## src/rtl/seq_arith_unit.sv

```systemverilog
// seq_arith_unit: handshaked ADD/SUB plus an iterative shift-add multiplier.
// Optional MAC operation (op 11) with a wrapping accumulator is enabled by
// defining the macro SEQ_ARITH_MAC_EN; without it op 11 is reported illegal.
module seq_arith_unit #(
  parameter int unsigned WIDTH = 8,
  parameter int unsigned CNT_W = $clog2(WIDTH + 1)
) (
  input  logic               i_clk,
  input  logic               i_reset,
  input  logic               i_valid,
  output logic               o_ready,
  input  logic [1:0]         i_op,
  input  logic [WIDTH-1:0]   i_a,
  input  logic [WIDTH-1:0]   i_b,
  output logic               o_valid,
  input  logic               i_ready,
  output logic [2*WIDTH-1:0] o_result,
  output logic               o_flag,
  output logic               o_busy
);

  localparam int unsigned RES_W = 2 * WIDTH;

  localparam logic [1:0] OP_ADD = 2'b00;
  localparam logic [1:0] OP_SUB = 2'b01;
  localparam logic [1:0] OP_MUL = 2'b10;

  typedef enum logic [1:0] {
    S_IDLE = 2'd0,
    S_MUL  = 2'd1,
    S_DONE = 2'd2
  } state_t;

  state_t             state_q,  state_d;
  logic               ready_q,  ready_d;
  logic               valid_q,  valid_d;
  logic               busy_q,   busy_d;
  logic               flag_q,   flag_d;
  logic [RES_W-1:0]   result_q, result_d;
  logic [CNT_W-1:0]   cnt_q,    cnt_d;
  logic [RES_W-1:0]   mcand_q,  mcand_d;
  logic [WIDTH-1:0]   mplier_q, mplier_d;
  logic [RES_W-1:0]   prod_q,   prod_d;

  logic [WIDTH:0]     sum;
  logic [WIDTH:0]     diff;
  logic [RES_W-1:0]   prod_step;

`ifdef SEQ_ARITH_MAC_EN
  logic [RES_W:0]     acc_q, acc_d;
  logic               mac_q, mac_d;
  logic [RES_W:0]     acc_sum;
`endif

  // Next-state, datapath and registered-output computation
  always_comb begin
    state_d  = state_q;
    ready_d  = ready_q;
    valid_d  = valid_q;
    busy_d   = busy_q;
    flag_d   = flag_q;
    result_d = result_q;
    cnt_d    = cnt_q;
    mcand_d  = mcand_q;
    mplier_d = mplier_q;
    prod_d   = prod_q;
`ifdef SEQ_ARITH_MAC_EN
    acc_d    = acc_q;
    mac_d    = mac_q;
`endif

    sum       = {1'b0, i_a} + {1'b0, i_b};
    diff      = {1'b0, i_a} - {1'b0, i_b};
    // Partial product including this cycle's conditional add
    prod_step = mplier_q[0] ? (prod_q + mcand_q) : prod_q;
`ifdef SEQ_ARITH_MAC_EN
    acc_sum   = acc_q + {1'b0, prod_step};
`endif

    unique case (state_q)
      S_IDLE: begin
        if (i_valid && ready_q) begin
          ready_d = 1'b0;
          busy_d  = 1'b1;
          unique case (i_op)
            OP_ADD: begin
              result_d = RES_W'(sum);
              flag_d   = sum[WIDTH];
              valid_d  = 1'b1;
              state_d  = S_DONE;
            end
            OP_SUB: begin
              result_d = RES_W'(diff[WIDTH-1:0]);
              flag_d   = diff[WIDTH];
              valid_d  = 1'b1;
              state_d  = S_DONE;
            end
            OP_MUL: begin
              mcand_d  = RES_W'(i_a);
              mplier_d = i_b;
              cnt_d    = CNT_W'(WIDTH);
              prod_d   = '0;
              state_d  = S_MUL;
`ifdef SEQ_ARITH_MAC_EN
              mac_d    = 1'b0;
`endif
            end
            default: begin
`ifdef SEQ_ARITH_MAC_EN
              mcand_d  = RES_W'(i_a);
              mplier_d = i_b;
              cnt_d    = CNT_W'(WIDTH);
              prod_d   = '0;
              mac_d    = 1'b1;
              state_d  = S_MUL;
`else
              result_d = '0;
              flag_d   = 1'b1;
              valid_d  = 1'b1;
              state_d  = S_DONE;
`endif
            end
          endcase
        end
      end

      S_MUL: begin
        prod_d   = prod_step;
        mcand_d  = mcand_q << 1;
        mplier_d = mplier_q >> 1;
        cnt_d    = cnt_q - CNT_W'(1);
        // Last iteration: publish the finished product this edge
        if (cnt_q == CNT_W'(1)) begin
          result_d = prod_step;
          flag_d   = 1'b0;
          valid_d  = 1'b1;
          state_d  = S_DONE;
`ifdef SEQ_ARITH_MAC_EN
          if (mac_q) begin
            result_d = acc_sum[RES_W-1:0];
            flag_d   = acc_sum[RES_W];
            acc_d    = {1'b0, acc_sum[RES_W-1:0]};
          end
`endif
        end
      end

      S_DONE: begin
        if (valid_q && i_ready) begin
          valid_d = 1'b0;
          ready_d = 1'b1;
          busy_d  = 1'b0;
          state_d = S_IDLE;
        end
      end

      default: begin
        state_d = S_IDLE;
      end
    endcase
  end

  // State and datapath registers with synchronous reset
  always_ff @(posedge i_clk) begin
    if (i_reset) begin
      state_q  <= S_IDLE;
      ready_q  <= 1'b1;
      valid_q  <= 1'b0;
      busy_q   <= 1'b0;
      flag_q   <= 1'b0;
      result_q <= '0;
      cnt_q    <= '0;
      mcand_q  <= '0;
      mplier_q <= '0;
      prod_q   <= '0;
`ifdef SEQ_ARITH_MAC_EN
      acc_q    <= '0;
      mac_q    <= 1'b0;
`endif
    end else begin
      state_q  <= state_d;
      ready_q  <= ready_d;
      valid_q  <= valid_d;
      busy_q   <= busy_d;
      flag_q   <= flag_d;
      result_q <= result_d;
      cnt_q    <= cnt_d;
      mcand_q  <= mcand_d;
      mplier_q <= mplier_d;
      prod_q   <= prod_d;
`ifdef SEQ_ARITH_MAC_EN
      acc_q    <= acc_d;
      mac_q    <= mac_d;
`endif
    end
  end

  assign o_ready  = ready_q;
  assign o_valid  = valid_q;
  assign o_busy   = busy_q;
  assign o_flag   = flag_q;
  assign o_result = result_q;

endmodule

```

## config.mk

```make
export PLATFORM = sky130hd
export DESIGN_NAME = seq_arith_unit
export DESIGN_NICKNAME = d
export VERILOG_FILES = /design/src/rtl/seq_arith_unit.sv
export SDC_FILE = /design/constraint.sdc
export NUM_CORES = 1
export LEC_CHECK = 0
export ABC_AREA = 1
export CAP_MARGIN = 25
export CORE_MARGIN = 2
export CORE_UTILIZATION = 60
export CTS_CLUSTER_DIAMETER = 100
export DETAILED_ROUTE_END_ITERATION = 10
export DONT_BUFFER_PORTS = 1
export GPL_TIMING_DRIVEN = 0
export MAX_ROUTING_LAYER = met4
export PLACE_DENSITY = 0.75
export SETUP_SLACK_MARGIN = 0.02
export SYNTH_ARGS = -nofsm -noshare
export SYNTH_HDL_FRONTEND = slang
export SYNTH_SLANG_ARGS = --single-unit
export TNS_END_PERCENT = 50
```

## constraint.sdc

```tcl
create_clock -name i_clk -period 1.8 [get_ports i_clk]
set_input_delay 0.36 -clock i_clk [delete_from_list [all_inputs] [get_ports i_clk]]
set_output_delay 0.36 -clock i_clk [all_outputs]
set_load 0.01 [all_outputs]
```

After elaboration in Yosys (flattened, before gate mapping)
Index checks and enable logic that the tools add are counted.
Cells by class
  add/sub/neg operators: 4
  $mul: 0
  div/mod/pow operators: 0
  $lt $le $gt $ge: 0
  eq/ne operators: 10
  shift-type cells: 0
  multiplexer cells: 36
  bitwise logic cells: 0
  reduce and logical (&&, ||, !) cells: 12
Operator list (number)
  $mux W16: 7
  $pmux W16 S2: 3
  $pmux W16 S3: 1
  $add A16 B16 Y16: 1
  $mux W8: 2
  $pmux W8 S2: 1
  $add A8 B8 Y9: 1
  $mux W1: 9
  $reduce_and A3 Y1: 3
  $sub A8 B8 Y9: 1
  $mux W2: 4
  $mux W4: 2
  $ne A2 B2 Y1 const B: 4
  $pmux W4 S2: 1
  $pmux W1 S2: 3
  $pmux W1 S3: 2
  $pmux W2 S3: 1
  $reduce_and A5 Y1: 1
  $eq A2 B1 Y1 const B: 2
  $eq A2 B2 Y1 const B: 2
  $eq A4 B1 Y1 const B: 1
  $logic_not A2 Y1: 2
  $reduce_and A4 Y1: 1
  $reduce_bool A2 Y1: 2
  4 further kinds: 5
Storage, ports and cells
  flip-flop bits (word level): 66
  latch bits: 0
  bits in writable memories: 0
  ROM bits: 0
  bits of input ports: 22
  memories kept: 0

Longest topological paths before layout
Gate-level depths: netlist of the first run.
  depth in word-level cells: 4
  depth in mapped cells: 14

Least setup slack after synthesis of the first run
OpenSTA, ideal clock, no wires.
  path type: register to register
  start: register mcand_q[0]
  end: register result_q[6] (netlist: o_result[6])
  setup time: 0.129 ns
  data arrival time: 1.567 ns
  data required time: 1.671 ns
  slack: 0.104 ns
  cell stages (with the launch flop): 13
  clock period less this slack: 1.696 ns
  cells stage by stage: dfxtp_1 > ha_1 > fa_1 > nand2_1 > nand2_1 > nand3b_1 > nand2_1 > nand2_1 > nand3_1 > nand3_1 > nand2_1 > nor2_1 > nor2_1
Between the ends
  cells in the longest elaborated chain, start to end: 4
RTL lines
  from (decl): RTL line 41  | logic [RES_W-1:0] mcand_q, mcand_d;
  from (signal assigned): RTL line 188  | mcand_q <= mcand_d;
  $add A16 B16 Y16: RTL line 75  | prod_step = mplier_q[0] ? (prod_q + mcand_q) : prod_q;
  $mux W16: RTL line 75
  $mux W16: RTL line 133  | if (cnt_q == CNT_W'(1)) begin
  $pmux W16 S2: RTL line 80  | unique case (state_q)
  to (signal assigned): RTL line 186  | result_q <= result_d;
  to (decl): RTL line 39  | logic [RES_W-1:0] result_q, result_d;
Every way passes these cells. The select of a mux whose other input is x is not followed.
A chain may end at the register's enable or synchronous reset.

Worst setup path after layout of the first run
Same ends and word-level chain as after synthesis.

==> impl_metrics.sql, run 1 <==
INSERT INTO impl_metrics (metric_group, metric, value, unit) VALUES
('status', 'status', 'complete, but fails checks', ''),
('status', 'violations', 'setup timing', ''),
('clock_network', 'tritoncts', 'built', ''),
('floorplanning', 'die-width', '91.1', 'um'),
('clock_network', 'worst_setup_hold_path_clk_slew', '0.08', 'ns'),
('final_layout', 'antenna-diode-count', '0', ''),
('clock_network', 'cts_inserted_buffers', '9', ''),
('sta', 'setup_viol', '7', ''),
('final_layout', 'area_of_the_multi_input_gates', '2960', 'um^2'),
('floorplanning', 'dieHeight', '91.1', 'um'),
('routing', 'wirelength', '13500', 'um'),
('sta', 'final_hold_viol_count', '0', ''),
('sta', 'timing.max_slew.rel_slack', '58.4', '%'),
('final_layout', 'utilization_after_layout', '71.8', '%'),
('yosys', 'synth_warnings', '0', ''),
('sta', 'hold_ws', '0.149', 'ns'),
('global_routing', 'pin_count_of_the_biggest_net_entering_global_routing', '14', ''),
('final_layout', 'mostFrequentLayoutCell', 'sky130_fd_sc_hd__nand2_1', ''),
('global_routing', 'initial_antenna_violation_count', '0', ''),
('yosys', 'yosys.cell_types.count', '33', ''),
('routing', 'initialDrtViolationCount', '394', ''),
('yosys', 'postSynthNetCount', '786', ''),
('worst_setup_path', 'worstPathRequired', '2.02', 'ns'),
('yosys', 'syn-mean-instance-area', '6.26', 'um^2'),
('yosys', 'post_synth_instance_area', '4550', 'um^2'),
('sta', 'rsz0062_at_grt', 'yes', ''),
('yosys', 'ys_seq_area_share', '29.0', '%'),
('worst_setup_path', 'worst_setup_path_start_kind', 'flip-flop', ''),
('sta', 'final_max_tran_viols', '0', ''),
('worst_setup_path', 'crit_arrival', '2.14', 'ns'),
('power', 'power.density_cell_area', '1130', 'nW/um^2'),
('clock_network', 'htreeDepth', '3', ''),
('floorplanning', 'core_region_area', '7290', 'um^2'),
('sta', 'timing_worst_slew_pin_value', '0.624', 'ns'),
('global_routing', 'grtUsageTotal', '32.4', '%'),
('clock_network', 'cts.hold.buffers_added', '0', ''),
('sta', 'period_needed', '1.92', 'ns'),
('global_routing', 'grt_first_pass_wirelength', '21000', 'um'),
('worst_setup_path', 'critical_path.max_fanout', '3', ''),
('worst_setup_path', 'ws_path_type', 'reg2reg', ''),
('yosys', 'synth_flop_cell', 'sky130_fd_sc_hd__dfxtp_1', ''),
('routing', 'vias_per_cell', '5.68', ''),
('routing', 'drt-wirelength-per-cell', '15.9', 'um'),
('floorplanning', 'die_area', '8300', 'um^2'),
('floorplanning', 'pin_count', '42', ''),
('sta', 'max_freq', '521', 'MHz'),
('placement', 'detailedPlacementHpwl', '9860', 'um'),
('yosys', 'synth_edf_count', '0', ''),
('power', 'overall_power_of_the_completed_layout', '5.94', 'mW'),
('sta', 'post-route-worst-setup-slack', '-0.121', 'ns'),
('final_layout', 'proportion_of_layout_cells_with_a_drive_suffix_above_1', '15.2', '%'),
('placement', 'placed_cells_incl_taps', '826', ''),
('clock_network', 'cts-root-buf', 'sky130_fd_sc_hd__clkbuf_8', ''),
('final_layout', 'layout_common_cells', 'sky130_fd_sc_hd__nand2_1, sky130_fd_sc_hd__inv_1, sky130_fd_sc_hd__nor2_1', ''),
('placement', 'routabilityCongestion', '0.919', ''),
('clock_network', 'clock_sinks', '66', ''),
('final_layout', 'area.growth.synth_to_final', '15.0', '%'),
('global_routing', 'grt_pass1_vias', '4346', ''),
('final_layout', 'regArea', '1340', 'um^2'),
('routing', 'post_route_drc_violation_count', '0', ''),
('clock_network', 'cts_buffer_depth', '2', ''),
('yosys', 'flip_flop_and_latch_count_after_synthesis', '66', ''),
('clock_network', 'clock_latency', '0.35', 'ns'),
('floorplanning', 'initial_utilization', '62.4', '%'),
('routing', 'via_count', '4820', ''),
('yosys', 'synth_async_sr_flop_share', '0', '%'),
('floorplanning', 'floorplan.rows', '31', ''),
('sta', 'worst_clock_skew', '0.0134', 'ns'),
('placement', 'io_buffer_count', '0', ''),
('sta', 'finalCritPeriodShare', '107', '%'),
('yosys', 'synthCells', '727', ''),
('final_layout', 'final.fill_count', '651', ''),
('worst_setup_path', 'setup_crit_end_kind', 'flip-flop', ''),
('power', 'total_leakage_power', '2.38', 'nW'),
('global_routing', 'globalRouteOverflowTotal', '0', ''),
('sta', 'fin_tns_setup', '-0.399', 'ns'),
('final_layout', 'fin_cells', '848', ''),
('routing', 'number_of_nets_still_failing_antenna_checks_after_routing', '0', ''),
('job', 'cap_violations', '0', ''),
('routing', 'firstDrtPassIters', '6', ''),
('hold_path', 'timing.hold.worst.class', 'in2reg', ''),
('final_layout', 'final_stage_net_count', '803', ''),
('power', 'worst_ir_drop_vdd', '1.30', 'mV');
worst max-delay path: stages, from the launching register on:
cell	delay (ns)
sky130_fd_sc_hd__dfxtp_4	0.37
sky130_fd_sc_hd__ha_4	0.17
sky130_fd_sc_hd__fa_2	0.35
sky130_fd_sc_hd__nand2_2	0.10
sky130_fd_sc_hd__nand2_2	0.07
sky130_fd_sc_hd__nand3b_1	0.14
sky130_fd_sc_hd__nand2_2	0.11
sky130_fd_sc_hd__nand2_2	0.08
sky130_fd_sc_hd__nand3_2	0.08
sky130_fd_sc_hd__nand3_2	0.14
sky130_fd_sc_hd__nand2_1	0.05
sky130_fd_sc_hd__nor2_1	0.09
sky130_fd_sc_hd__nor2_1	0.05
cell type report:
class | instances | area share [%]
inverter | 98 | 7.03
buffer | 28 | 3.30
sequential | 66 | 25.7
clock buffer | 9 | 2.37
multi-input combinational | 535 | 56.5
timing repair buffer | 6 | 0.861
clock inverter | 7 | 1.91
tap | 99 | 2.37
cell usage after synthesis (3+ instances only):
library cell / instances / area share [%]
sky130_fd_sc_hd__inv_2: 3 / 0.25
sky130_fd_sc_hd__dfxtp_1: 66 / 29
sky130_fd_sc_hd__a31oi_1: 18 / 2.5
sky130_fd_sc_hd__nand3_1: 52 / 5.7
sky130_fd_sc_hd__o21ai_1: 6 / 0.66
sky130_fd_sc_hd__inv_1: 95 / 7.8
sky130_fd_sc_hd__buf_2: 5 / 0.55
sky130_fd_sc_hd__buf_6: 5 / 1.2
sky130_fd_sc_hd__fa_1: 3 / 1.3
sky130_fd_sc_hd__clkbuf_1: 11 / 0.91
sky130_fd_sc_hd__nor2_1: 62 / 5.1
sky130_fd_sc_hd__buf_4: 6 / 0.99
sky130_fd_sc_hd__ha_1: 34 / 9.3
sky130_fd_sc_hd__nor3_1: 4 / 0.44
sky130_fd_sc_hd__nand2_1: 234 / 19
sky130_fd_sc_hd__o21ai_0: 33 / 3.6
sky130_fd_sc_hd__a21oi_1: 62 / 6.8
sky130_fd_sc_hd__nand4_1: 8 / 1.1
state kept, by name (all words and copies together), names as in the netlist:
signal,flops
mcand_q,16
o_result,16
prod_q,16
mplier_q,8
cnt_q,4
state_q,2
o_busy,1
o_flag,1
o_ready,1
o_valid,1
routing by layer:
layer  share of wire (%)  GRT usage, %  vias to the layer above  wire length [um]
met5                   0             -                        -                 0
met4                0.93          6.31                        0               125
met3                 7.7          4.73                       12              1040
met2                  46          52.0                      179              6220
met1                  45          43.9                     2271              6100
li1                    -             -                     2358                 -
final timing paths:
kind                                   end                     start  slack [ns]  cells after the start
setup / recovery  o_result[6]$_SDFFE_PP0P_   mcand_q[0]$_SDFFE_PP0P_       -0.12                     12
hold / removal     mcand_q[0]$_SDFFE_PP0P_                    i_a[0]        0.15                      2
setup reg to reg  o_result[6]$_SDFFE_PP0P_   mcand_q[0]$_SDFFE_PP0P_       -0.12                     12
hold reg to reg   mcand_q[15]$_SDFFE_PP0P_  mcand_q[15]$_SDFFE_PP0P_        0.48                      2
cells by family after synthesis:
group	synth area share [%]
AO/OA/AOI/OAI	14.3
XOR/XNOR	0.577
adder cells (fa/ha/maj)	10.7
buffers and inverters	11.9
flip-flops	29.0
AND/OR/NAND/NOR	33.5
repair_timing:
item                       4_1_cts  5_1_grt
setup buffers                    5        1
hold endpoints to repair         0        0
gates cloned                     0        0
pin swaps                        7        8
setup endpoints to repair       19       25
gates resized for setup         24       47
power breakdown:
group          leakage, nW  internal, mW  switching [mW]
Sequential           0.545          1.84           0.401
Clock                0.114         0.792           0.629
Combinational         1.72         0.808            1.47
stage by stage:
stage,cell area [um^2],setup WS (ns)
2_1_floorplan,4550,0.104
3_3_place_gp,4680,-0.209
3_5_place_dp,4680,-0.276
4_1_cts,5030,-0.0369
5_1_grt,5230,-0.208
6_report,5230,-0.121
No activity file was read; power rests on OpenSTA's default activity.
==> inputs of run 2 (changes only) <==
- CORE_MARGIN: 2 -> not set
==> run 2 against run 1 <==
Effect of this change: the run still ends with setup timing left; fmax rose by 2.6%; combinational power barely moved; clock power barely moved; global-route usage rose by 2.7 points; register-to-register slack improved by 0.05 ns; flip-flop and latch count did not move; clock skew fell by 0.0066 ns; cell area fell by 1.3%; cell count fell by 0.35%; clock-buffer cell count rose by 1; critical path type unchanged; largest cell class unchanged; highest routed layer unchanged.
==> impl_metrics.sql, run 2 (synthesis results as in run 1) <==
INSERT INTO impl_metrics (metric_group, metric, value, unit) VALUES
('status', 'status', 'complete, but fails checks', ''),
('status', 'violations', 'setup timing', ''),
('sta', 'timing_worst_slew_pin_value', '0.632', 'ns'),
('global_routing', 'busiest_grt_layer', 'met2', ''),
('worst_setup_path', 'critical_path_buf_inv_count', '0', ''),
('final_layout', 'final.fill_count', '672', ''),
('routing', 'initialDrtViolationCount', '396', ''),
('sta', 'final_hold_viol_count', '0', ''),
('power', 'total_leakage_power', '2.36', 'nW'),
('clock_network', 'clock_sinks', '66', ''),
('final_layout', 'fin_cells', '845', ''),
('floorplanning', 'core_region_area', '7290', 'um^2'),
('sta', 'hold_ws', '0.161', 'ns'),
('worst_setup_path', 'worstPathRequired', '2.01', 'ns'),
('worst_setup_path', 'ff2ff_path_depth', '12', ''),
('hold_path', 'worst_hold_startpoint', 'i_a[0]', ''),
('final_layout', 'layout_common_cells', 'sky130_fd_sc_hd__nand2_1, sky130_fd_sc_hd__inv_1, sky130_fd_sc_hd__nor2_1', ''),
('worst_setup_path', 'ws_path_type', 'reg2reg', ''),
('floorplanning', 'dieHeight', '89.1', 'um'),
('worst_setup_path', 'worstSetupEndpoint', 'o_result[6]$_SDFFE_PP0P_', ''),
('clock_network', 'clock_latency', '0.34', 'ns'),
('worst_setup_path', 'worstPathCellList', 'ha_4, fa_2, nand2_2, nand2_2, nand3b_1, nand2_2, nand2_2, nand3_2, nand3_2, nand2_1, nor2_1, nor2_1', ''),
('worst_setup_path', 'critical-path-top-cell-by-count', 'sky130_fd_sc_hd__nand2_2', ''),
('hold_path', 'timing.hold.worst.class', 'in2reg', ''),
('sta', 'finalCritPeriodShare', '104', '%'),
('job', 'cap_violations', '0', ''),
('worst_setup_path', 'critical-path-max-stage-delay', '0.37', 'ns'),
('sta', 'timing.max_slew.rel_slack', '57.9', '%'),
('final_layout', 'final_stage_net_count', '801', ''),
('floorplanning', 'die-width', '89.1', 'um'),
('worst_setup_path', 'setup_crit_end_kind', 'flip-flop', ''),
('worst_setup_path', 'timing.reg2reg.setup_slack', '-0.07', 'ns'),
('routing', 'via_count', '4769', ''),
('power', 'overall_power_of_the_completed_layout', '5.89', 'mW'),
('worst_setup_path', 'crit_arrival', '2.08', 'ns'),
('floorplanning', 'floorplan.rows', '31', ''),
('worst_setup_path', 'worst_setup_path_start_kind', 'flip-flop', ''),
('sta', 'worst_clock_skew', '0.00678', 'ns'),
('routing', 'drt-wirelength-per-cell', '15.8', 'um'),
('clock_network', 'cts.hold.buffers_added', '0', ''),
('placement', 'routabilityCongestion', '0.870', ''),
('global_routing', 'pin_count_of_the_biggest_net_entering_global_routing', '12', ''),
('sta', 'rsz0062_at_grt', 'yes', ''),
('worst_setup_path', 'cp_num_cells', '12', ''),
('floorplanning', 'die_area', '7940', 'um^2'),
('worst_setup_path', 'setup.worst_path.start', 'mcand_q[0]$_SDFFE_PP0P_', ''),
('floorplanning', 'initial_utilization', '62.4', '%'),
('sta', 'setup_viol', '7', ''),
('routing', 'wirelength', '13300', 'um'),
('global_routing', 'grtUsageMet1', '44.4', '%'),
('worst_setup_path', 'critical_path.reg2reg.startpoint', 'mcand_q[0]$_SDFFE_PP0P_', ''),
('routing', 'vias_per_cell', '5.64', ''),
('final_layout', 'proportion_of_layout_cells_with_a_drive_suffix_above_1', '12.7', '%'),
('worst_setup_path', 'critical_path.max_fanout', '3', ''),
('clock_network', 'worst_setup_hold_path_clk_slew', '0.07', 'ns'),
('power', 'worst_ir_drop_vdd', '1.09', 'mV'),
('clock_network', 'cts_inserted_buffers', '9', ''),
('placement', 'placed_cells_incl_taps', '826', ''),
('clock_network', 'cts-root-buf', 'sky130_fd_sc_hd__clkbuf_8', ''),
('final_layout', 'antenna-diode-count', '0', ''),
('final_layout', 'utilization_after_layout', '70.8', '%'),
('clock_network', 'cts_buffer_depth', '2', ''),
('global_routing', 'grtUsageTotal', '35.1', '%'),
('global_routing', 'initial_antenna_violation_count', '0', ''),
('sta', 'max_freq', '534', 'MHz'),
('placement', 'io_buffer_count', '0', ''),
('sta', 'post-route-worst-setup-slack', '-0.0717', 'ns'),
('final_layout', 'stdcell_area', '5160', 'um^2'),
('sta', 'final_max_tran_viols', '0', ''),
('sta', 'period_needed', '1.87', 'ns'),
('power', 'power.density_cell_area', '1140', 'nW/um^2'),
('worst_setup_path', 'slowest_stage', 'sky130_fd_sc_hd__dfxtp_4', ''),
('global_routing', 'use_met2', '57.2', '%'),
('clock_network', 'htreeDepth', '3', ''),
('global_routing', 'global_route.usage.met3', '6.74', '%'),
('routing', 'post_route_drc_violation_count', '0', ''),
('floorplanning', 'pin_count', '42', ''),
('placement', 'total_cell_area_at_the_placement_stage', '4680', 'um^2'),
('placement', 'detailedPlacementHpwl', '9840', 'um'),
('global_routing', 'grt_pass1_vias', '4177', ''),
('global_routing', 'globalRouteOverflowTotal', '0', ''),
('routing', 'number_of_nets_still_failing_antenna_checks_after_routing', '0', ''),
('clock_network', 'tritoncts', 'built', ''),
('worst_setup_path', 'timing.rr.end', 'o_result[6]$_SDFFE_PP0P_', ''),
('final_layout', 'area.growth.synth_to_final', '13.5', '%'),
('final_layout', 'mostFrequentLayoutCell', 'sky130_fd_sc_hd__nand2_1', ''),
('worst_setup_path', 'worst_path_dominant_cell_family', 'simple AND/OR/NAND/NOR gates', ''),
('global_routing', 'grt_first_pass_wirelength', '20000', 'um'),
('routing', 'firstDrtPassIters', '5', '');
==> run 2: cell count changes in the layout (fill, tap and decap cells not counted), sizes merged <==
cell    delta
buf        -2
inv        -2
clkbuf     +1
==> run 2: timing repair <==
action                     in CTS  in global routing
pin swaps                       8                  9
setup endpoints to repair      20                 26
resized for setup              25                 25
setup buffers                   3                  1
==> run 2: worst register-to-register path, stage by stage, from the launching register on <==
cell	delay [ns]
sky130_fd_sc_hd__dfxtp_4	0.37
sky130_fd_sc_hd__ha_4	0.16
sky130_fd_sc_hd__fa_2	0.34
sky130_fd_sc_hd__nand2_2	0.08
sky130_fd_sc_hd__nand2_2	0.07
sky130_fd_sc_hd__nand3b_1	0.13
sky130_fd_sc_hd__nand2_2	0.10
sky130_fd_sc_hd__nand2_2	0.08
sky130_fd_sc_hd__nand3_2	0.08
sky130_fd_sc_hd__nand3_2	0.14
sky130_fd_sc_hd__nand2_1	0.06
sky130_fd_sc_hd__nor2_1	0.08
sky130_fd_sc_hd__nor2_1	0.04
==> run 2: how the worst min path moves through the flow <==
stage	cells past startpoint	slack, ns	endpoint
6_report	2	0.16	mcand_q[0]$_SDFFE_PP0P_
5_1_grt	2	0.17	mplier_q[2]$_SDFFE_PP0P_
4_1_cts	2	0.15	mcand_q[0]$_SDFFE_PP0P_
3_5_place_dp	2	0.47	mcand_q[15]$_SDFFE_PP0P_
3_3_place_gp	2	0.46	mcand_q[15]$_SDFFE_PP0P_
2_1_floorplan	2	0.44	mplier_q[7]$_SDFFE_PP0P_
==> run 2: routing by layer <==
metal | part of all wire (%) | routed length [um]
met1 | 44 | 5920
met2 | 47 | 6200
met3 | 7.5 | 1000
met4 | 1.4 | 188
met5 | 0 | 0
==> run 2: where the power goes <==
part           switching [mW]  leakage, nW  internal (mW)
Sequential              0.407        0.542           1.83
Combinational            1.46         1.70          0.806
Clock                   0.580        0.112          0.808
Total                    2.44         2.36           3.45
==> run 2: layout make-up <==
type,instances,area [um^2],area share (%)
repair buffers,4,30.0,0.581
plain buffers,28,173,3.34
clock buffers,10,138,2.66
clock inverters,5,78.8,1.53
inverters,98,368,7.12
well taps,99,124,2.40
flip-flops and latches,66,1330,25.8
multi-input cells,535,2920,56.6
==> run 2: metrics by stage <==
stage	setup WS, ns	setup TNS (ns)
2_1_floorplan	0.104	0
3_3_place_gp	-0.222	-1.55
3_5_place_dp	-0.243	-1.93
4_1_cts	-0.0227	-0.0604
5_1_grt	-0.148	-1.44
6_report	-0.0717	-0.155
==> inputs of run 3 (changes only) <==
- CORE_MARGIN: not set -> 5
- CTS_BUF_LIST: not set -> sky130_fd_sc_hd__clkbuf_4 sky130_fd_sc_hd__clkbuf_8
- CTS_CLUSTER_DIAMETER: 100 -> not set
==> run 3 against run 2 <==
Effect of this change: critical path depth did not move; clock skew rose by 0.0033 ns; highest routed layer unchanged; the run still ends with setup timing left; via count up 2.8%.
==> impl_metrics.sql, run 3 (synthesis results as in run 1) <==
INSERT INTO impl_metrics (metric_group, metric, value, unit) VALUES
('power', 'netSwitchingPower', '2.54', 'mW'),
('final_layout', 'antenna-diode-count', '0', ''),
('floorplanning', 'die_area', '9430', 'um^2'),
('placement', 'place_worst_setup_slack', '-0.246', 'ns'),
('clock_network', 'cts-root-buf', 'sky130_fd_sc_hd__clkbuf_8', ''),
('global_routing', 'globalRouteOverflowTotal', '0', ''),
('floorplanning', 'initial_utilization', '62.1', '%'),
('sta', 'final_max_tran_viols', '0', ''),
('routing', 'number_of_nets_still_failing_antenna_checks_after_routing', '0', ''),
('routing', 'drt-wirelength-per-cell', '16.4', 'um'),
('power', 'worst_ir_drop_vdd', '1.15', 'mV'),
('global_routing', 'global_route.usage.met3', '5.03', '%'),
('clock_network', 'tritoncts', 'built', ''),
('global_routing', 'pin_count_of_the_biggest_net_entering_global_routing', '15', ''),
('clock_network', 'htreeDepth', '3', ''),
('global_routing', 'initial_antenna_violation_count', '0', ''),
('clock_network', 'worst_setup_hold_path_clk_slew', '0.08', 'ns'),
('job', 'cap_violations', '0', ''),
('hold_path', 'timing.hold.worst.class', 'in2reg', ''),
('routing', 'wirelength', '13900', 'um'),
('routing', 'firstDrtPassIters', '8', ''),
('final_layout', 'mostFrequentLayoutCell', 'sky130_fd_sc_hd__nand2_1', ''),
('sta', 'finalCritPeriodShare', '104', '%'),
('placement', 'io_buffer_count', '0', ''),
('sta', 'max_freq', '533', 'MHz'),
('power', 'switching_share', '43.2', '%'),
('floorplanning', 'floorplan.rows', '31', ''),
('global_routing', 'grt_pass1_vias', '4511', ''),
('worst_setup_path', 'setup_crit_end_kind', 'flip-flop', ''),
('clock_network', 'cts_inserted_buffers', '9', ''),
('global_routing', 'grtUsageMet1', '37.1', '%'),
('sta', 'timing_worst_slew_pin_value', '0.650', 'ns'),
('sta', 'post-route-worst-setup-slack', '-0.0745', 'ns'),
('final_layout', 'regArea', '1350', 'um^2'),
('final_layout', 'layout_common_cells', 'sky130_fd_sc_hd__nand2_1, sky130_fd_sc_hd__inv_1, sky130_fd_sc_hd__nor2_1', ''),
('final_layout', 'final_stage_net_count', '805', ''),
('floorplanning', 'die-width', '97.1', 'um'),
('final_layout', 'final.fill_count', '597', ''),
('worst_setup_path', 'worst_setup_path_start_kind', 'flip-flop', ''),
('power', 'power.internal', '3.33', 'mW'),
('sta', 'fin_tns_setup', '-0.313', 'ns'),
('status', 'status', 'complete, but fails checks', ''),
('clock_network', 'cts_buffer_depth', '2', ''),
('final_layout', 'proportion_of_layout_cells_with_a_drive_suffix_above_1', '16.8', '%'),
('clock_network', 'clock_sinks', '66', ''),
('worst_setup_path', 'critical_path.max_fanout', '3', ''),
('global_routing', 'busiest_grt_layer', 'met2', ''),
('global_routing', 'use_met2', '44.6', '%'),
('clock_network', 'cts.hold.buffers_added', '0', ''),
('sta', 'rsz0062_at_grt', 'yes', ''),
('floorplanning', 'pin_count', '42', ''),
('status', 'violations', 'setup timing', ''),
('floorplanning', 'dieHeight', '97.1', 'um'),
('worst_setup_path', 'ws_path_type', 'reg2reg', ''),
('sta', 'final_hold_viol_count', '0', ''),
('global_routing', 'grtUsageTotal', '28.8', '%'),
('final_layout', 'area.growth.synth_to_final', '16.1', '%'),
('placement', 'routabilityCongestion', '0.942', ''),
('power', 'power.density_cell_area', '1110', 'nW/um^2'),
('power', 'combinationalPowerShare', '39.3', '%'),
('power', 'clkPwrFrac', '22.3', '%'),
('routing', 'vias_per_cell', '5.77', ''),
('clock_network', 'clock_latency', '0.34', 'ns'),
('worst_setup_path', 'crit_arrival', '2.09', 'ns'),
('sta', 'period_needed', '1.87', 'ns'),
('final_layout', 'area_of_the_multi_input_gates', '3010', 'um^2'),
('sta', 'setup_viol', '9', ''),
('power', 'power.sequential.fraction', '38.4', '%'),
('placement', 'detailedPlacementHpwl', '10100', 'um'),
('worst_setup_path', 'worstPathRequired', '2.02', 'ns'),
('power', 'total_leakage_power', '2.37', 'nW'),
('routing', 'post_route_drc_violation_count', '0', ''),
('routing', 'initialDrtViolationCount', '369', ''),
('sta', 'timing.max_slew.rel_slack', '56.7', '%'),
('sta', 'worst_clock_skew', '0.0100', 'ns'),
('routing', 'via_count', '4902', ''),
('global_routing', 'grt_first_pass_wirelength', '21500', 'um'),
('floorplanning', 'core_region_area', '7330', 'um^2');
[run 3: cell count changes in the layout (fill, tap and decap cells not counted), moves of 3 or more]
cell	delta
sky130_fd_sc_hd__nand2_2	+8
sky130_fd_sc_hd__ha_1	-3
sky130_fd_sc_hd__inv_6	+3
sky130_fd_sc_hd__nand3_1	-3
sky130_fd_sc_hd__buf_4	+4
sky130_fd_sc_hd__dfxtp_2	+11
sky130_fd_sc_hd__nand2_1	-8
sky130_fd_sc_hd__ha_4	+3
sky130_fd_sc_hd__dfxtp_1	-12
[run 3: area by class of cell]
cell class                 instances  share of cell area, %
multi-input combinational        535                   56.9
sequential                        66                   25.5
inverter                          98                   6.96
buffer                            28                   3.27
clock buffer                       9                   2.34
tap                               99                   2.34
clock inverter                     7                   1.56
timing repair buffer               8                   1.14
[run 3: final timing paths]
| check | startpoint | end | slack, ns | depth (start not counted) |
|---|---|---|---|---|
| max | mcand_q[0]$_SDFFE_PP0P_ | o_result[6]$_SDFFE_PP0P_ | -0.07 | 12 |
| min | i_a[0] | mcand_q[0]$_SDFFE_PP0P_ | 0.14 | 2 |
| max reg2reg | mcand_q[0]$_SDFFE_PP0P_ | o_result[6]$_SDFFE_PP0P_ | -0.07 | 12 |
| min reg2reg | mplier_q[5]$_SDFFE_PP0P_ | mplier_q[4]$_SDFFE_PP0P_ | 0.49 | 2 |
[run 3: through the flow]
| stage | cells | cell area, um^2 | total power [mW] | util (%) | hold WS, ns |
|---|---|---|---|---|---|
| 2_1_floorplan | 727 | 4550 | 3.70 | - | 0.445 |
| 3_3_place_gp | 826 | 4680 | 4.24 | 63.8 | 0.460 |
| 3_5_place_dp | 826 | 4680 | 4.30 | 63.8 | 0.471 |
| 4_1_cts | 847 | 5040 | 5.70 | 68.7 | 0.138 |
| 5_1_grt | 850 | 5290 | 6.22 | 72.1 | 0.141 |
| 6_report | 850 | 5290 | 5.87 | 72.1 | 0.141 |
[run 3: per-layer routing]
metal	part of all wire (%)	routed length, um	vias up
li1	-	-	2359
met2	45	6230	205
met1	43	5990	2289
met4	3.8	526	0
met5	0	0	-
met3	8.4	1170	49
[run 3: power by group through the flow]
stage,Sequential [mW],Clock [mW],Combinational [mW]
2_1_floorplan,2.13,0,1.57
3_3_place_gp,2.22,0,2.01
3_5_place_dp,2.23,0,2.07
4_1_cts,2.22,1.32,2.17
5_1_grt,2.29,1.38,2.54
6_report,2.25,1.31,2.31
[run 3: repair_timing]
item / 4_1_cts / 5_1_grt
pin swaps: 12 / 8
setup endpoints to repair: 21 / 25
gates resized for setup: 27 / 54
setup buffers: 5 / 3
[run 3: worst max-delay path, stage by stage, from the launching register on]
cell	delay, ns
sky130_fd_sc_hd__dfxtp_4	0.37
sky130_fd_sc_hd__ha_4	0.16
sky130_fd_sc_hd__fa_2	0.34
sky130_fd_sc_hd__nand2_2	0.09
sky130_fd_sc_hd__nand2_2	0.06
sky130_fd_sc_hd__nand3b_1	0.13
sky130_fd_sc_hd__nand2_2	0.11
sky130_fd_sc_hd__nand2_2	0.09
sky130_fd_sc_hd__nand3_2	0.09
sky130_fd_sc_hd__nand3_2	0.13
sky130_fd_sc_hd__nand2_1	0.06
sky130_fd_sc_hd__nor2_1	0.08
sky130_fd_sc_hd__nor2_1	0.04
